File: src/rtl/cpu_pkg.sv
// Shared types and constants for the CPU pipeline.
// The IF/ID register layout and its bubble encoding live here so that
// fetch and decode agree on them.
package cpu_pkg;

  // sll $0,$0,0: architecturally a no-op
  localparam logic [31:0] NOP_INSTR = 32'h0000_0000;

  // Default PC loaded on reset
  localparam logic [31:0] RESET_PC_DEFAULT = 32'h0000_0000;

  typedef struct packed {
    logic        valid;
    logic [31:0] pc;
    logic [31:0] pc_plus4;
    logic [31:0] instr;
  } ifid_t;

  // Empty pipeline slot: not valid, NOP instruction, zeroed PC fields
  localparam ifid_t BUBBLE = '{valid: 1'b0, pc: 32'h0, pc_plus4: 32'h0, instr: NOP_INSTR};

endpackage

File: src/rtl/fetch_stage_ifid_reg.sv
// IF/ID pipeline register.
// Flush takes priority over load; with neither asserted the contents hold.
// Reset is asynchronous and returns the register to a bubble.
module ifid_reg
  import cpu_pkg::*;
(
  input  logic  clk,
  input  logic  rst,
  input  logic  load,
  input  logic  flush,
  input  ifid_t d,
  output ifid_t q
);

  ifid_t q_reg;

  // Register update: reset/flush to bubble, otherwise load or hold
  always_ff @(posedge clk or posedge rst) begin
    if (rst) begin
      q_reg <= BUBBLE;
    end else if (flush) begin
      q_reg <= BUBBLE;
    end else if (load) begin
      q_reg <= d;
    end
  end

  assign q = q_reg;

endmodule

File: src/rtl/fetch_stage.sv
// Instruction-fetch stage.
// Owns the PC, presents it to the combinational instruction memory and
// captures the returned word into the IF/ID register. Redirect beats
// flush beats stall. A sticky flag records misaligned redirect targets,
// and two wrapping counters track accepted fetches and stalled cycles.
module fetch_stage
  import cpu_pkg::*;
#(
  parameter logic [31:0] RESET_PC = RESET_PC_DEFAULT,
  parameter int          CNT_W    = 32
) (
  input  logic             clk,
  input  logic             rst,
  output logic [31:0]      imem_addr,
  input  logic [31:0]      imem_rdata,
  input  logic             stall_i,
  input  logic             flush_i,
  input  logic             redirect_i,
  input  logic [31:0]      redirect_pc_i,
  output logic [31:0]      pc_o,
  output logic             ifid_valid_o,
  output logic [31:0]      ifid_pc_o,
  output logic [31:0]      ifid_pc_plus4_o,
  output logic [31:0]      ifid_instr_o,
  output logic             misaligned_o,
  output logic [CNT_W-1:0] fetch_cnt_o,
  output logic [CNT_W-1:0] stall_cnt_o
);

  localparam logic [CNT_W-1:0] CNT_ONE = {{(CNT_W-1){1'b0}}, 1'b1};

  logic [31:0]      pc_reg;
  logic [31:0]      pc_next;
  logic [31:0]      pc_plus4;
  logic             misaligned_reg;
  logic [CNT_W-1:0] fetch_cnt_reg;
  logic [CNT_W-1:0] stall_cnt_reg;

  logic  ifid_load;
  logic  ifid_flush;
  logic  fetch_accept;
  logic  stall_count;
  ifid_t ifid_d;
  ifid_t ifid_q;

  // Wraps modulo 2^32, so 0xFFFFFFFC advances to 0
  assign pc_plus4 = pc_reg + 32'd4;

  // Redirect and flush both squash the slot; stall only blocks a fresh load
  assign ifid_flush   = redirect_i | flush_i;
  assign ifid_load    = ~stall_i;
  assign fetch_accept = ~redirect_i & ~flush_i & ~stall_i;
  assign stall_count  = stall_i & ~redirect_i;

  assign ifid_d = '{valid: 1'b1, pc: pc_reg, pc_plus4: pc_plus4, instr: imem_rdata};

  // Next-PC selection: word-aligned redirect target, hold on stall, else sequential
  always_comb begin
    pc_next = pc_plus4;
    if (redirect_i) begin
      pc_next = {redirect_pc_i[31:2], 2'b00};
    end else if (stall_i) begin
      pc_next = pc_reg;
    end
  end

  // PC register
  always_ff @(posedge clk or posedge rst) begin
    if (rst) begin
      pc_reg <= RESET_PC;
    end else begin
      pc_reg <= pc_next;
    end
  end

  // Sticky misaligned-target flag, cleared only by reset
  always_ff @(posedge clk or posedge rst) begin
    if (rst) begin
      misaligned_reg <= 1'b0;
    end else if (redirect_i && (redirect_pc_i[1:0] != 2'b00)) begin
      misaligned_reg <= 1'b1;
    end
  end

  // Debug counters for accepted fetches and stalled cycles
  always_ff @(posedge clk or posedge rst) begin
    if (rst) begin
      fetch_cnt_reg <= '0;
      stall_cnt_reg <= '0;
    end else begin
      if (fetch_accept) begin
        fetch_cnt_reg <= fetch_cnt_reg + CNT_ONE;
      end
      if (stall_count) begin
        stall_cnt_reg <= stall_cnt_reg + CNT_ONE;
      end
    end
  end

  ifid_reg u_ifid_reg (
    .clk   (clk),
    .rst   (rst),
    .load  (ifid_load),
    .flush (ifid_flush),
    .d     (ifid_d),
    .q     (ifid_q)
  );

  assign imem_addr       = pc_reg;
  assign pc_o            = pc_reg;
  assign ifid_valid_o    = ifid_q.valid;
  assign ifid_pc_o       = ifid_q.pc;
  assign ifid_pc_plus4_o = ifid_q.pc_plus4;
  assign ifid_instr_o    = ifid_q.instr;
  assign misaligned_o    = misaligned_reg;
  assign fetch_cnt_o     = fetch_cnt_reg;
  assign stall_cnt_o     = stall_cnt_reg;

endmodule

File: config.mk
export PLATFORM = sky130hd
export DESIGN_NAME = fetch_stage
export DESIGN_NICKNAME = d
export VERILOG_FILES = /design/src/rtl/cpu_pkg.sv /design/src/rtl/fetch_stage_ifid_reg.sv /design/src/rtl/fetch_stage.sv
export SDC_FILE = /design/constraint.sdc
export NUM_CORES = 1
export LEC_CHECK = 0
export CORE_MARGIN = 2
export CORE_UTILIZATION = 42
export DETAILED_ROUTE_END_ITERATION = 16
export PLACE_DENSITY = 0.79
export SYNTH_ARGS = -nofsm -noshare
export SYNTH_HDL_FRONTEND = slang
export SYNTH_SLANG_ARGS = --single-unit
File: constraint.sdc
create_clock -name clk -period 6.8 [get_ports clk]
set_clock_uncertainty 0.05 [all_clocks]
set_input_delay 1.36 -clock clk [delete_from_list [all_inputs] [get_ports clk]]
set_output_delay 1.36 -clock clk [all_outputs]
set_load 0.005 [all_outputs]
; After elaboration in Yosys (flattened, before gate mapping)
; Index checks and enable logic that the tools add are counted.
[word_totals]
elab_cells = 26
in_bits = 69
regBits = 194
output_inout_bits = 226
[op_classes]
mux = 4
eq_ne = 2
bitwise = 7
add_sub_neg = 3
n_reduce_logical = 2
[op_table]
columns = operator, count
row1 = $mux 97, 2
row2 = $add 32x1->32 const B, 2
row3 = $mux 32, 2
row4 = $add 32x3->32 const B, 1
row5 = $ne 2x1->1 const B, 2
row6 = $and 1x1->1, 3
row7 = $not 1->1, 3
row8 = $reduce_bool 2->1, 1
row9 = $logic_and 1x1->1, 1
row10 = $or 1x1->1, 1

; Logic depth before layout (Yosys ltp)
[logic_depth]
depth_word = 3
ltp_mapped = 7

; Modules after synthesis
; A second synthesis with hierarchy kept.
[hier_totals]
hier_cells = 894
hier_area_um2 = 9390.3
[modules_own_cells]
columns = module, area_per_inst_um2, cells_each, instances
row1 = fetch_stage, 5465.2, 580, 1
row2 = ifid_reg, 3925.0, 314, 1

; Worst setup path after synthesis
; No wires, ideal clock.
[synth_path]
path_type = input to register
start = input flush_i
end = register fetch_cnt_reg[20] (netlist: fetch_cnt_o[20])
path_buffers = 2
cell_stages = 7
t_arrival_ns = 2.785
setup_slack_ns = 3.841
required_ns = 6.626
cell_sequence = or2_1 -> clkbuf_1 -> or2_2 -> buf_2 -> or3_4 -> nand2b_1 -> xnor2_1
[synth_via]
elab_chain_len = 3
[synth_rtl]
columns = element, line_no
row1 = "start, declared", fetch_stage.sv:17  ; input logic flush_i,
row2 = $not 1->1, fetch_stage.sv:52  ; assign fetch_accept = ~redirect_i & ~flush_i & ~stall_i;
row3 = $and 1x1->1 (2 in a row), fetch_stage.sv:52
row4 = "end signal, assigned", fetch_stage.sv:92  ; fetch_cnt_reg <= fetch_cnt_reg + CNT_ONE;
row5 = "end, declared", fetch_stage.sv:36  ; logic [CNT_W-1:0] fetch_cnt_reg;
; Every way passes these cells.
; A chain may end at the register's enable or synchronous reset.

; Worst setup path after layout
[layout_path]
start = input redirect_i
end = register fetch_cnt_reg[29] (netlist: fetch_cnt_o[29])
[layout_via]
elab_chain_len = 3
[layout_rtl]
columns = element, line_no
row1 = "start, declared", fetch_stage.sv:18  ; input logic redirect_i,
row2 = $not 1->1, fetch_stage.sv:52
row3 = $and 1x1->1 (2 in a row), fetch_stage.sv:52
; Every way passes these cells.

==> impl_results.md <==
- Final #Nets: 1175
- Hold slack: 0.430 ns
- Largest net degree at the start of global routing: between 100 and 150
- Max-cap viol count: 0
- Initial Util: 43.1%
- Leakage: 5.26 nW
- Post-CTS sizing: 0
- CTS Buffer Depth: 2
- GR Overflow Total: 0
- Critical path type: in -> reg
- Number of distinct library cells after synthesis: 51
- Final hold violations: 0
- Cell Pwr Density: 218 nW/µm²
- Highest Clock Rate: 0.294 GHz
- Core Area: 21200 µm²
- Dpl hpwl: 17300 µm
- Post-Route Setup TNS: 0 ns
- Max VDD drop: 0.000157 V
- Die area: around 23000 µm²
- CTS clock-pin slew for the worst setup and hold paths: approximately 0.080 ns
- Layout cells sized above 1: under 10%
- Cell-internal power: 1.97 mW
- Status: finished, final reports clean
- Worst slew pin tran: 1.18 ns
- Sw frac: 27.2%
- Min Tclk post-route: ~3.4 ns
- Root Buffer: clkbuf_16
- Comb power frac: 15.9%
- Ys flop type: dfrtp_1
- Critical Path End Type: flip-flop
- TritonRoute pass-1 iters: 4
- Mapped Area: 9110 µm²
- #FFs+latches synth: roughly 190
- WP data arrival: 3.70 ns
- Chip height: 151 µm
- Fillers: 1834
- WL per Instance: ~18 µm
- Net Switching: 0.734 mW
- Cell Rows: 53
- I/O Pins: 295
- RSZ-0062 raised after global routing: no
- Sequential Power Share: between 40% and 50%
- Top-area cell type share of the netlist area: 51.6%
- Worst Path Required: 7.10 ns
- Final Cycle Share: 50.0%
- Max reg flops: 93
- CTS tree: done
- Share of async-settable or async-resettable flops after synthesis: between 90% and 100%
- Syn Area/Cell: 10.3 µm²
- Vias in the first global route: 7054
- Clk pwr share: 36.2%
- CTS hold repair buffers: 0
- Gpl congestion: 0.845
- Post-CTS setup buffers: 0
- DIE WIDTH: 151 µm
- Final setup viols: 0
- Final core utilization: 58.7%
- Clock sinks: 188
- Final WL: 24700 µm
- Crit path max fanout: 77
- Slew headroom: 20.4%
- Htree depth: 4
- Pwr Total: 2.70 mW
- Cell count after synthesis: 882
- Hold WC Path Type: reg -> reg
- Vias per cell: 5.16
- First-pass GRT wire length: 38700 µm
- DRT iter0 DRCs: 411
- Yosys warns: 0
- GRT Overall Usage: between 20% and 30%
- TritonCTS buffer count: 17
- Remaining routing DRC violations: 0
- Number of port buffers: 286
- Startpoint Class: input pin
- EDFF count, synth: 0
- Synth area leader: dfrtp_1
- Area grow syn2layout: 36.2%
- Ranking of synthesized cells by area: dfrtp_1, xnor2_1, mux2i_1
- Slew Viols, Final: 0
- Clock Latency Late Sink: around 0.42 ns
- Sequential share of the synthesized area: 51.6%
- Final ANT Viol Nets: 0
- Initial antenna violation count: 0
- DR vias: 7182
==> path summary, 6_finish.rpt <==
check,slack [ns],end,depth (start not counted),startpoint
hold reg to reg,0.43,fetch_cnt_o[31],1,fetch_cnt_o[31]
min in group asynchronous,1.56,stall_cnt_o[5],2,rst
setup reg to reg,4.20,imem_addr[29],5,imem_addr[4]
setup / recovery,3.40,fetch_cnt_o[29],7,redirect_i
max in group asynchronous,3.88,u_ifid_reg.q[77],3,rst
hold / removal,0.43,fetch_cnt_o[31],1,fetch_cnt_o[31]
==> power by group through the flow <==
stage	Sequential, mW	Clock [mW]	Combinational, mW
5_1_grt	1.31	1.05	0.472
3_5_place_dp	1.32	0	0.435
6_report	1.29	0.976	0.430
2_1_floorplan	1.28	0	0.229
4_1_cts	1.30	1.00	0.437
3_3_place_gp	1.31	0	0.425
==> worst max-delay path, stage by stage <==
cell and delay, ns:
buf_2 0.10, buf_4 0.30, or2_4 0.57, or3_1 0.50, nor4_1 0.43, and3_1 0.26
xor2_1 0.14
==> per-stage QoR <==
step                instances  setup slack [ns]  area, µm²
CTS                      1391              3.35      12400
detailed placement       1359              2.88      11800
global route             1391              3.14      12400
global placement         1359              3.01      11800
floorplan                 889             0.276       9140
finish                   1393              3.40      12400
==> cell usage after synthesis, drive strengths merged (17+ instances only) <==
cell type,count
xor2,36
xnor2,76
nand2,75
nand3,29
nor3,26
dfrtp,188
nor2,101
o21ai,43
mux2i,60
clkbuf,26
buf,70
nand4,28
a21oi,29
nor4,17
==> cell families after synthesis <==
| kind of cell | after synthesis | share of synthesized area, % |
|---|---|---|
| AO/OA/AOI/OAI | 81 | 4.78 |
| buffers and inverters | 103 | 6.39 |
| AND/OR/NAND/NOR | 329 | 18.8 |
| other | 1 | 0.0412 |
| flip-flops | 188 | 51.6 |
| multiplexers | 65 | 7.21 |
| XOR/XNOR | 112 | 10.8 |
| adder cells (fa/ha/maj) | 3 | 0.412 |
==> cells in the final DEF, fill, tap and decap left out, types with 9 or more instances in the layout <==
cell type        instances
nor4_1                  13
dfrtp_1                188
nor2b_1                 11
o21ai_0                 39
clkbuf_16               17
nand3_1                 27
and3_1                  10
nand4_1                 27
xnor2_1                 76
and4_1                   9
clkdlybuf4s50_1        284
a21oi_1                 29
nand2_1                 75
nor3_1                  21
mux2i_1                 60
nor2_1                 100
xor2_1                  36
==> cell type report <==
cell class,instances,area (µm²),area share [%]
Antenna cell,2,5.00,0.0403
Multi-Input combinational cell,598,3850,31.1
Inverter,7,33.8,0.272
Clock buffer,19,443,3.57
Sequential cell,188,4700,37.9
Timing Repair Buffer,291,2890,23.3
Tap cell,275,344,2.77
Clock inverter,13,133,1.07
==> per-layer routing <==
metal | routed length (µm) | global-route usage (%) | vias to the layer above
met1 | 10800 | 29.9 | 3576
met5 | 0 | 0 | -
met2 | 12300 | 34.3 | 196
li1 | - | - | 3383
met4 | 543 | 8.60 | 0
met3 | 1100 | 3.37 | 27
Power figures use the tool's default switching activity.
